`config.mk`:
```
export PLATFORM = sky130hd
export DESIGN_NAME = gray_ptr_sync
export DESIGN_NICKNAME = d
export VERILOG_FILES = /design/src/rtl/gray_ptr_sync.sv
export SDC_FILE = /design/constraint.sdc
export NUM_CORES = 1
export LEC_CHECK = 0
export BUFFER_PORTS_ARGS = -buffer_cell sky130_fd_sc_hd__buf_2
export CAP_MARGIN = 20
export CORE_MARGIN = 3
export CORE_UTILIZATION = 30
export DETAILED_ROUTE_END_ITERATION = 10
export HOLD_SLACK_MARGIN = 0.08
export PLACE_DENSITY = 0.59
export REMOVE_ABC_BUFFERS = 1
export SLEW_MARGIN = 5
export SYNTH_ARGS = -nofsm -noshare
export SYNTH_HDL_FRONTEND = slang
export SYNTH_SLANG_ARGS = --single-unit
```
`constraint.sdc`:
```
create_clock -name clk -period 2.41 [get_ports clk]
set_clock_uncertainty 0.05 [all_clocks]
set_input_delay 0.1205 -clock clk [delete_from_list [all_inputs] [get_ports clk]]
set_output_delay 0.1205 -clock clk [all_outputs]
set_load 0.02 [all_outputs]
```
`src/rtl/gray_ptr_sync.sv`:
```
// One side of an async-FIFO pointer pair: binary/Gray pointer, remote-pointer synchroniser, full/empty flag.
// Optional occupancy output is built only when GRAY_PTR_LEVEL_EN is defined; otherwise level is tied to 0.
module gray_ptr_sync #(
  parameter int ADDR_W      = 4,
  parameter int SYNC_STAGES = 2,
  parameter bit WR_SIDE     = 1'b1
) (
  input  logic              clk,
  input  logic              rst,
  input  logic              en,
  input  logic [ADDR_W:0]   remote_gray,
  output logic [ADDR_W-1:0] addr,
  output logic [ADDR_W:0]   gray,
  output logic              flag,
  output logic              accept,
  output logic [ADDR_W:0]   level
);

  localparam int P = ADDR_W + 1;

  logic [P-1:0] bin;
  logic [P-1:0] bin_n;
  logic [P-1:0] gray_n;
  logic [P-1:0] rsync;
  logic [P-1:0] sync_q [SYNC_STAGES];
  logic         flag_n;

  assign accept = en & ~flag;
  assign bin_n  = bin + {{(P-1){1'b0}}, accept};
  assign gray_n = bin_n ^ (bin_n >> 1);
  assign rsync  = sync_q[SYNC_STAGES-1];
  assign addr   = bin[ADDR_W-1:0];

  // Local pointer: binary and Gray load together from the same next-state value
  always_ff @(posedge clk or negedge rst) begin
    if (!rst) begin
      bin  <= '0;
      gray <= '0;
    end else begin
      bin  <= bin_n;
      gray <= gray_n;
    end
  end

  // Remote-pointer synchroniser: plain flop chain
  always_ff @(posedge clk or negedge rst) begin
    if (!rst) begin
      for (int i = 0; i < SYNC_STAGES; i++) sync_q[i] <= '0;
    end else begin
      sync_q[0] <= remote_gray;
      for (int i = 1; i < SYNC_STAGES; i++) sync_q[i] <= sync_q[i-1];
    end
  end

  // Full: remote is exactly one lap behind (top two Gray bits inverted)
  generate
    if (WR_SIDE) begin : g_full
      assign flag_n = (gray_n == {~rsync[P-1:P-2], rsync[P-3:0]});
    end else begin : g_empty
      assign flag_n = (gray_n == rsync);
    end
  endgenerate

  always_ff @(posedge clk or negedge rst) begin
    if (!rst) flag <= (WR_SIDE == 1'b0);
    else      flag <= flag_n;
  end

`ifdef GRAY_PTR_LEVEL_EN
  logic [P-1:0] rbin;
  logic [P-1:0] level_n;

  always_comb begin
    rbin = '0;
    for (int i = 0; i < P; i++) rbin[i] = ^(rsync >> i);
  end

  assign level_n = WR_SIDE ? (bin_n - rbin) : (rbin - bin_n);

  // Occupancy register, same timing as the flag
  always_ff @(posedge clk or negedge rst) begin
    if (!rst) level <= '0;
    else      level <= level_n;
  end
`else
  assign level = '0;
`endif

endmodule

```
==> impl_metrics.env, run 1 <==
export IMPL_outcome="complete, no violations"
export IMPL_wire_length_of_the_first_global_routing_pass_um=2010
export IMPL_synthDistinctLibCells=18
export IMPL_detail_route_first_pass_iterations=2
export IMPL_port_buffers=18
export IMPL_path_common_cell="sky130_fd_sc_hd__ha_1"
export IMPL_clock_latency_of_the_later_clocked_register_in_the_worst_skew_pair_ps=290
export IMPL_detailed_place_hpwl_um=862
export IMPL_critPathMaxStageDelay_ps=400
export IMPL_nNetsFinal=91
export IMPL_floorplan_rows=17
export IMPL_register_bit_total_from_synthesis=20
export IMPL_post_route_worst_setup_slack_ps=310
export IMPL_area_growth_pct=27.8
export IMPL_cts_sink_count=20
export IMPL_detailedPlace_worstSlack_ps=318
export IMPL_syn_avg_cell_area_um2=14.6
export IMPL_critPathKind="register to register"
export IMPL_globalRouteOverflowTotal=0
export IMPL_initial_core_util=0.334
export IMPL_clk_root_buffer_cell="sky130_fd_sc_hd__clkbuf_4"
export IMPL_route_vias_total=462
export IMPL_synth_async_sr_flop_share=1.00
export IMPL_mostFrequentLayoutCells="sky130_fd_sc_hd__dfrtp_1, sky130_fd_sc_hd__buf_2, sky130_fd_sc_hd__xnor2_1"
export IMPL_timing_hold_ws_ps=244
export IMPL_p_per_area_nw_per_um2=1390
export IMPL_layout_cells_most_common="sky130_fd_sc_hd__dfrtp_1"
export IMPL_timing_max_cap_violations=0
export IMPL_timing_reg2reg_setup_slack_ps=310
export IMPL_syn_cell_area_um2=773
export IMPL_grt_max_degree=21
export IMPL_hold_viol_final=0
export IMPL_cts_max_path_buffers=2
export IMPL_maxClockFrequency_mhz=476
export IMPL_number_of_antenna_violations_at_the_first_check_in_global_routing=0
export IMPL_timing_final_crit_share=0.871
export IMPL_worst_setup_path_end_kind="register"
export IMPL_core_area_um2=2320
export IMPL_drtIter0Drc=4
export IMPL_synth_main_ff_cell="sky130_fd_sc_hd__dfrtp_1"
export IMPL_vdd_drop_max_mv=0.606
export IMPL_synthCells=53
export IMPL_worst_r2r_cell_count=7
export IMPL_critPathMaxFanout=5
export IMPL_place_congestion=0.609
export IMPL_period_needed_ps=2100
export IMPL_track_usage=0.0815
export IMPL_h_tree_depth=1
export IMPL_drc_errors_left=0
export IMPL_synth_seq_area_share=0.647
export IMPL_timing_rr_end="flag"
export IMPL_path_cells="nor2b_1, ha_1, ha_1, xor2_1, xnor2_1, mux2i_1, nor4_1"
export IMPL_synth_warnings=0
export IMPL_synth_edf_count=0
export IMPL_grt_setup_unrepaired="no"
export IMPL_routed_wire_length_um=1190
export IMPL_num_io_pins=24
export IMPL_vias_in_the_first_global_route=479
export IMPL_path_clk_slew_ps=110
export IMPL_wl_per_cell_um=11.0
export IMPL_slew_viol_final=0
export IMPL_insertedDiodeCount=0
export IMPL_post_drt_via_cell_ratio=4.28
export IMPL_regToRegStartpoint="flag"
export IMPL_leakagePower_nw=0.473
export IMPL_cp_data_arrival_time_ps=2250
export IMPL_antenna_violating_nets_post_route=0
export IMPL_required_time_at_the_endpoint_of_the_critical_path_ps=2560
export IMPL_setup_violations=0
export IMPL_dieHeight_um=56.8
export IMPL_timing_setup_tns_ps=0
export IMPL_final_layout_size_suffix_gt1_frac=0.313
export IMPL_start_kind="register"
export IMPL_cts_repair_resize_count=0
export IMPL_die_area_um2=3220
export IMPL_cpMaxStageDelayCell="sky130_fd_sc_hd__dfrtp_1"
export IMPL_tritoncts="yes"
export IMPL_cts_buffers=3
export IMPL_die_width_um=56.8
export IMPL_min_path_type="primary input to asynchronous set/reset pin"
-- per-layer routing --
| layer | track usage | up-vias | share of wire |
|---|---|---|---|
| met2 | 0.150 | 20 | 0.54 |
| met4 | 0.0199 | 0 | 0 |
| met1 | 0.0786 | 223 | 0.37 |
| met3 | 0.0437 | 0 | 0.084 |
| met5 | 0 | - | 0 |
| li1 | - | 219 | - |
-- cell families (layout without fill, tap and decap cells) --
logic type,Yosys count,count (layout),synth area share
flops,20,20,0.647
xor+xnor,14,14,0.168
simple gates,7,7,0.0534
buf+inv,5,28,0.0485
compound gates,3,3,0.0324
fa+ha+maj,2,2,0.0324
other cells,1,5,0.00485
mux,1,1,0.0129
-- registers in the layout (all words and copies together) (netlist names) --
signal / flops
flag: 1
sync_q: 5
gray: 4
bin: 5
rsync: 5
-- Yosys cell counts, types with 2 or more instances --
cell type	number	area share
sky130_fd_sc_hd__xnor2_1	7	0.079
sky130_fd_sc_hd__ha_1	2	0.032
sky130_fd_sc_hd__xor2_1	6	0.068
sky130_fd_sc_hd__dfrtp_1	20	0.65
sky130_fd_sc_hd__buf_4	5	0.049
-- power by group --
group          switching [mW]  total [mW]  internal, mW
Sequential             0.0772       0.512         0.434
Clock                  0.0973       0.265         0.168
Combinational           0.338       0.599         0.261
-- critical path, delay by kind of cell (launching register included) --
kind,cells,cell delay (ps)
muxes,1,90
xor gates and xnor gates,2,500
adders and majority gates,2,560
DFF,1,400
and+or+nand+nor,2,410
-- cell type report --
| cell class | count | area (um2) |
|---|---|---|
| clock buffer | 3 | 22.5 |
| clock inverter | 1 | 30.0 |
| fill | 221 | 1330 |
| multi-input combinational | 32 | 250 |
| sequential | 20 | 500 |
| tap | 28 | 35.0 |
| timing repair buffer | 24 | 150 |
-- per-stage QoR --
stage	total power [mW]	std cells	cell area, um2	util
floorplan	0.958	52	751	-
global placement	1.11	98	876	0.378
detailed placement	1.12	98	876	0.378
CTS	1.40	108	988	0.426
global route	1.46	108	988	0.426
finish	1.38	108	988	0.426
-- repair_timing --
item / 4_1_cts / 5_1_grt
hold buffers: 6 / 0
buffers inserted: 0 / 0
endpoints found under the hold margin: 25 / 0
-- how the worst max path moves through the flow --
stage | startpoint | to | slack, ps | cells after the start
2_1_floorplan | flag | flag | 130 | 7
3_3_place_gp | flag | flag | 400 | 7
3_5_place_dp | flag | flag | 320 | 7
4_1_cts | flag | flag | 280 | 7
5_1_grt | flag | flag | 100 | 7
6_report | flag | flag | 310 | 7
No activity file was read; power rests on OpenSTA's default activity.
==> run 2, diff against run 1 <==
- SETUP_SLACK_MARGIN: not set -> 0.5
==> run 2 against run 1 <==
Compared with the run above:
- count of clock-buffer cells in the layout unchanged
- global-route usage rose by 0.72 points
- register-to-register slack improved by 300 ps
- first-iteration DRC count shrank 100%
- core utilization is 3.5 points higher
- sequential power rose by 3.9%
- power rose by 14%
- clock power barely moved
- setup slack improved by 300 ps
- via count increased by 3.9%
- non-clock buffer count is 4 higher
- critical endpoint unchanged
- largest cell class unchanged
==> impl_metrics.env, run 2 (synthesis results as in run 1) <==
export IMPL_p_sw_frac=0.362
export IMPL_final_layout_size_suffix_gt1_frac=0.417
export IMPL_timing_max_cap_violations=0
export IMPL_place_congestion=0.609
export IMPL_num_io_pins=24
export IMPL_timing_setup_tns_ps=0
export IMPL_vdd_drop_max_mv=0.660
export IMPL_timing_final_crit_share=0.748
export IMPL_cpMaxStageDelayCell="sky130_fd_sc_hd__dfrtp_1"
export IMPL_post_drt_via_cell_ratio=4.29
export IMPL_detailroute_wirelength_met3_um=94
export IMPL_critPathKind="register to register"
export IMPL_cts_buffers=3
export IMPL_core_area_um2=2320
export IMPL_start_kind="register"
export IMPL_critPathMaxFanout=5
export IMPL_vias_in_the_first_global_route=506
export IMPL_port_buffers=18
export IMPL_power_frac_clock=0.169
export IMPL_wl_per_cell_um=11.6
export IMPL_min_path_type="primary input to register"
export IMPL_h_tree_depth=1
export IMPL_wire_length_of_the_first_global_routing_pass_um=2150
export IMPL_initial_core_util=0.334
export IMPL_path_cells="nor2b_2, ha_2, ha_4, xnor2_2, xnor2_1, xor2_1, nor4_1"
export IMPL_power_frac_comb=0.492
export IMPL_slew_viol_final=0
export IMPL_detailed_place_hpwl_um=862
export IMPL_layout_cells_most_common="sky130_fd_sc_hd__dfrtp_1"
export IMPL_antenna_violating_nets_post_route=0
export IMPL_nNetsFinal=95
export IMPL_worst_setup_path_end_kind="register"
export IMPL_timing_hold_ws_ps=236
export IMPL_switching_power_mw=0.568
export IMPL_mostFrequentLayoutCells="sky130_fd_sc_hd__dfrtp_1, sky130_fd_sc_hd__buf_2, sky130_fd_sc_hd__xnor2_1, sky130_fd_sc_hd__dlygate4sd3_1"
export IMPL_leakagePower_nw=0.501
export IMPL_routed_wire_length_um=1300
export IMPL_floorplan_rows=17
export IMPL_critPathTopFamily="XOR/XNOR gates"
export IMPL_clock_latency_of_the_later_clocked_register_in_the_worst_skew_pair_ps=290
export IMPL_die_width_um=56.8
export IMPL_tritoncts="yes"
export IMPL_globalRouteOverflowTotal=0
export IMPL_cts_max_path_buffers=2
export IMPL_hold_viol_final=0
export IMPL_clk_root_buffer_cell="sky130_fd_sc_hd__clkbuf_4"
export IMPL_met1_length_um=476
export IMPL_worst_path_buf_inv=0
export IMPL_grt_max_degree=21
export IMPL_path_clk_slew_ps=110
export IMPL_maxClockFrequency_mhz=555
export IMPL_detail_route_first_pass_iterations=1
export IMPL_detailedPlace_worstSlack_ps=318
export IMPL_period_needed_ps=1800
export IMPL_route_vias_total=480
export IMPL_insertedDiodeCount=0
export IMPL_utilization=0.461
export IMPL_p_per_area_nw_per_um2=1470
export IMPL_power_frac_seq=0.339
export IMPL_die_area_um2=3220
export IMPL_track_usage=0.0887
export IMPL_p_int_mw=1.00
export IMPL_area_growth_pct=38.2
export IMPL_outcome="complete, no violations"
export IMPL_required_time_at_the_endpoint_of_the_critical_path_ps=2560
export IMPL_cp_data_arrival_time_ps=1950
export IMPL_grt_setup_unrepaired="no"
export IMPL_cts_sink_count=20
export IMPL_number_of_antenna_violations_at_the_first_check_in_global_routing=0
export IMPL_critPathMaxStageDelay_ps=410
export IMPL_drc_errors_left=0
export IMPL_drtIter0Drc=0
export IMPL_met2_length_um=726
export IMPL_route_top_layer_used="met3"
export IMPL_dieHeight_um=56.8
export IMPL_post_route_worst_setup_slack_ps=608
export IMPL_setup_violations=0
==> run 2: cell count changes in the layout (fill, tap and decap cells not counted), sizes merged <==
cell / before / now
buf: 18 / 22
==> run 2: worst paths after layout <==
path,from,to,slack (ps),depth (start not counted)
worst max-delay path,flag,flag,610,7
worst min-delay path,en,bin[0],240,3
worst max register to register,flag,flag,610,7
worst min register to register,sync_q[5],rsync[0],310,0
max in group asynchronous,rst,sync_q[7],1750,2
min in group asynchronous,rst,sync_q[8],250,2
==> run 2: per-stage QoR <==
stage               cell area [um2]  power, mW  std cells
global route                   1070       1.67        112
global placement                876       1.11         98
floorplan                       751      0.958         52
CTS                            1040       1.56        111
finish                         1070       1.57        112
detailed placement              876       1.12         98
==> run 2: routing by layer <==
metal,vias to the layer above,global-route usage
met5,-,0
met4,0,0.0199
met3,0,0.0437
met2,18,0.163
met1,238,0.0887
li1,224,-
==> run 2: tightest hold or removal path: cells and delay by family <==
family / cells / cell delay, ps
buffers and inverters: 1 / 70
AND/OR/NAND/NOR: 1 / 140
adder cells (fa/ha/maj): 1 / 210
==> run 2: layout make-up <==
cell class / count / area [um2]
Multi-Input combinational cell: 32 / 300
Fill cell: 219 / 1250
Tap cell: 28 / 35.0
Clock inverter: 1 / 30.0
Sequential cell: 20 / 500
Timing Repair Buffer: 28 / 180
Clock buffer: 3 / 22.5
==> run 2: power groups by stage <==
stage	combinational, mW	sequential (mW)	clock (mW)
after floorplan	0.341	0.617	0
after global placement	0.595	0.513	0
after CTS	0.751	0.527	0.278
final	0.773	0.532	0.266
after detailed placement	0.601	0.519	0
after global routing	0.835	0.552	0.288
==> run 2: timing repair <==
item,in CTS,in global routing
endpoints found under the setup margin,1,2
gates resized for setup,5,3
setup buffers,3,1
hold endpoints to repair,25,0
pin swaps,1,4
hold buffers,6,0
==> run 3, diff against run 2 <==
- ABC_AREA: not set -> 1
- PLACE_DENSITY: 0.59 -> 0.6
- clock period: 2.41 -> 1.49 ns (I/O delays scaled with it)
==> run 3 against run 2 <==
Compared with the run above:
- the flow now finishes with violations (setup timing)
- via count grew 42%
- sequential power grew 53%
- power grew 83%
- count of clock-buffer cells in the layout grew 1
- register-to-register slack lost 710 ps
- first-iteration DRC count grew 10
- wire length grew 31%
==> impl_metrics.env, run 3 <==
export IMPL_cts_sink_count=20
export IMPL_synth_seq_area_share=0.599
export IMPL_synth_largest_type_area_fraction=0.599
export IMPL_detail_route_first_pass_iterations=3
export IMPL_required_time_at_the_endpoint_of_the_critical_path_ps=1660
export IMPL_h_tree_depth=1
export IMPL_placedCellCount=139
export IMPL_vdd_drop_max_mv=1.14
export IMPL_path_clk_slew_ps=110
export IMPL_place_congestion=0.796
export IMPL_power_frac_comb=0.614
export IMPL_drc_errors_left=0
export IMPL_vias_in_the_first_global_route=670
export IMPL_globalRouteOverflowTotal=0
export IMPL_critPathKind="register to register"
export IMPL_cpMaxStageDelayCell="sky130_fd_sc_hd__dfrtp_1"
export IMPL_cts_max_path_buffers=2
export IMPL_num_io_pins=24
export IMPL_regToRegStartpoint="flag"
export IMPL_synthCells=85
export IMPL_critPathMaxFanout=6
export IMPL_antenna_violating_nets_post_route=0
export IMPL_synthMostInstantiatedCell="sky130_fd_sc_hd__nand2_1"
export IMPL_die_area_um2=3460
export IMPL_grt_setup_unrepaired="yes"
export IMPL_path_cells="nor2_4, ha_4, ha_4, nand3_2, nand2_1, nand2_1, nand2_2, nand3_1, nand2_1, nand2_1, nor2_1"
export IMPL_timing_max_cap_violations=0
export IMPL_clock_latency_of_the_later_clocked_register_in_the_worst_skew_pair_ps=290
export IMPL_setup_violations=2
export IMPL_post_route_worst_setup_slack_ps=-99.8
export IMPL_port_buffers=18
export IMPL_synth_main_ff_cell="sky130_fd_sc_hd__dfrtp_1"
export IMPL_wire_length_of_the_first_global_routing_pass_um=2730
export IMPL_post_layout_nonfiller_instances=155
export IMPL_grt_max_degree=21
export IMPL_register_bit_total_from_synthesis=20
export IMPL_synthTopCellsByArea="sky130_fd_sc_hd__dfrtp_1, sky130_fd_sc_hd__nand2_1, sky130_fd_sc_hd__buf_4"
export IMPL_floorplan_rows=18
export IMPL_seqCellArea_um2=503
export IMPL_clk_root_buffer_cell="sky130_fd_sc_hd__clkbuf_4"
export IMPL_netlist_top_cell_by_area="sky130_fd_sc_hd__dfrtp_1"
export IMPL_wl_per_cell_um=11.0
export IMPL_leakagePower_nw=0.641
export IMPL_number_of_antenna_violations_at_the_first_check_in_global_routing=0
export IMPL_post_drt_via_cell_ratio=4.41
export IMPL_power_frac_seq=0.282
export IMPL_routed_wire_length_um=1710
export IMPL_synth_warnings=0
export IMPL_cp_launch_point="flag"
export IMPL_area_growth_pct=54.2
export IMPL_failed_checks="setup timing"
export IMPL_final_layout_size_suffix_gt1_frac=0.464
export IMPL_min_path_type="primary input to asynchronous set/reset pin"
export IMPL_switching_power_mw=1.19
export IMPL_path_common_cell="sky130_fd_sc_hd__nand2_1"
export IMPL_p_per_area_nw_per_um2=2230
export IMPL_power_frac_clock=0.104
export IMPL_worst_setup_path_end_kind="register"
export IMPL_p_int_mw=1.68
export IMPL_mostFrequentLayoutCells="sky130_fd_sc_hd__nand2_1, sky130_fd_sc_hd__dfrtp_1, sky130_fd_sc_hd__buf_4"
export IMPL_critPathMaxStageDelay_ps=420
export IMPL_initial_core_util=0.326
export IMPL_die_width_um=58.8
export IMPL_critPathTopFamily="simple AND/OR/NAND/NOR gates"
export IMPL_maxClockFrequency_mhz=629
export IMPL_start_kind="register"
export IMPL_insertedDiodeCount=0
export IMPL_track_usage=0.105
export IMPL_synthDistinctLibCells=15
export IMPL_tritoncts="yes"
export IMPL_synth_async_sr_flop_share=1.00
export IMPL_syn_avg_cell_area_um2=9.83
export IMPL_route_vias_total=683
export IMPL_core_area_um2=2570
export IMPL_cp_data_arrival_time_ps=1760
export IMPL_p_sw_frac=0.414
export IMPL_nNetsFinal=136
export IMPL_timing_final_crit_share=1.07
export IMPL_dieHeight_um=58.8
export IMPL_detailed_place_hpwl_um=1080
export IMPL_drtIter0Drc=10
export IMPL_cts_buffers=3
export IMPL_slew_viol_final=0
export IMPL_outcome="finished with violations"
export IMPL_timing_hold_ws_ps=180
export IMPL_worst_path_buf_inv=0
export IMPL_fill_cells=227
export IMPL_period_needed_ps=1590
export IMPL_synth_edf_count=0
export IMPL_syn_cell_area_um2=836
export IMPL_synth_top_cells_by_count="sky130_fd_sc_hd__nand2_1, sky130_fd_sc_hd__dfrtp_1, sky130_fd_sc_hd__nand3_1"
export IMPL_power_mw=2.88
export IMPL_hold_viol_final=0
export IMPL_multi_input_comb_area_um2=387
## run 3: kinds of logic after synthesis
logic type               share of synthesized area
XOR/XNOR                                    0.0419
adder cells (fa/ha/maj)                     0.0299
buffers and inverters                       0.0853
flip-flops                                   0.599
other                                      0.00449
AND/OR/NAND/NOR                              0.240
## run 3: layer usage
layer  track usage  vias up  share of wire
met1         0.116      319           0.41
li1              -      338              -
met4        0.0744        0          0.035
met3        0.0132        6          0.035
met2         0.185       20           0.52
met5             0        -              0
## run 3: final timing paths
check / endpoint / slack (ps) / depth (start not counted)
max: flag / -100 / 11
min: sync_q[7] / 180 / 2
max reg2reg: flag / -100 / 11
min reg2reg: rsync[2] / 310 / 0
max in group asynchronous: bin[2] / 890 / 2
min in group clk: bin[0] / 180 / 4
## run 3: worst register-to-register path, stage by stage, from the launching register on
cell and delay [ps]:
sky130_fd_sc_hd__dfrtp_1 420, sky130_fd_sc_hd__nor2_4 120, sky130_fd_sc_hd__ha_4 170, sky130_fd_sc_hd__ha_4 180, sky130_fd_sc_hd__nand3_2 90, sky130_fd_sc_hd__nand2_1 70, sky130_fd_sc_hd__nand2_1 80, sky130_fd_sc_hd__nand2_2 80
sky130_fd_sc_hd__nand3_1 70, sky130_fd_sc_hd__nand2_1 60, sky130_fd_sc_hd__nand2_1 50, sky130_fd_sc_hd__nor2_1 90
## run 3: power by group through the flow
stage          logic [mW]  registers, mW  clock network [mW]
5_1_grt              1.92          0.831               0.337
6_report             1.77          0.812               0.299
3_3_place_gp         1.21          0.798                   0
3_5_place_dp         1.24          0.808                   0
2_1_floorplan       0.604          0.971                   0
4_1_cts              1.59          0.789               0.314
## run 3: what timing repair did
action	4_1_cts	5_1_grt
pin swaps	15	3
hold endpoints to repair	25	0
gates cloned	0	0
gates resized for setup	28	14
hold buffers	6	0
setup buffers	4	2
setup endpoints to repair	14	18
## run 3: final cells by class
type                       instances  area share
sequential                        20       0.390
inverter                           7      0.0204
timing repair buffer              38       0.232
tap                               30      0.0291
clock buffer                       4      0.0282
multi-input combinational         56       0.300
## run 3: stage by stage
stage           util  area (um2)  setup TNS, ps  setup slack (ps)
2_1_floorplan      -         806          -2500              -559
5_1_grt        0.502        1290           -506              -241
3_3_place_gp   0.387         993           -796              -283
3_5_place_dp   0.387         993          -1110              -359
6_report       0.502        1290           -103             -99.8
4_1_cts        0.473        1210           -200              -142
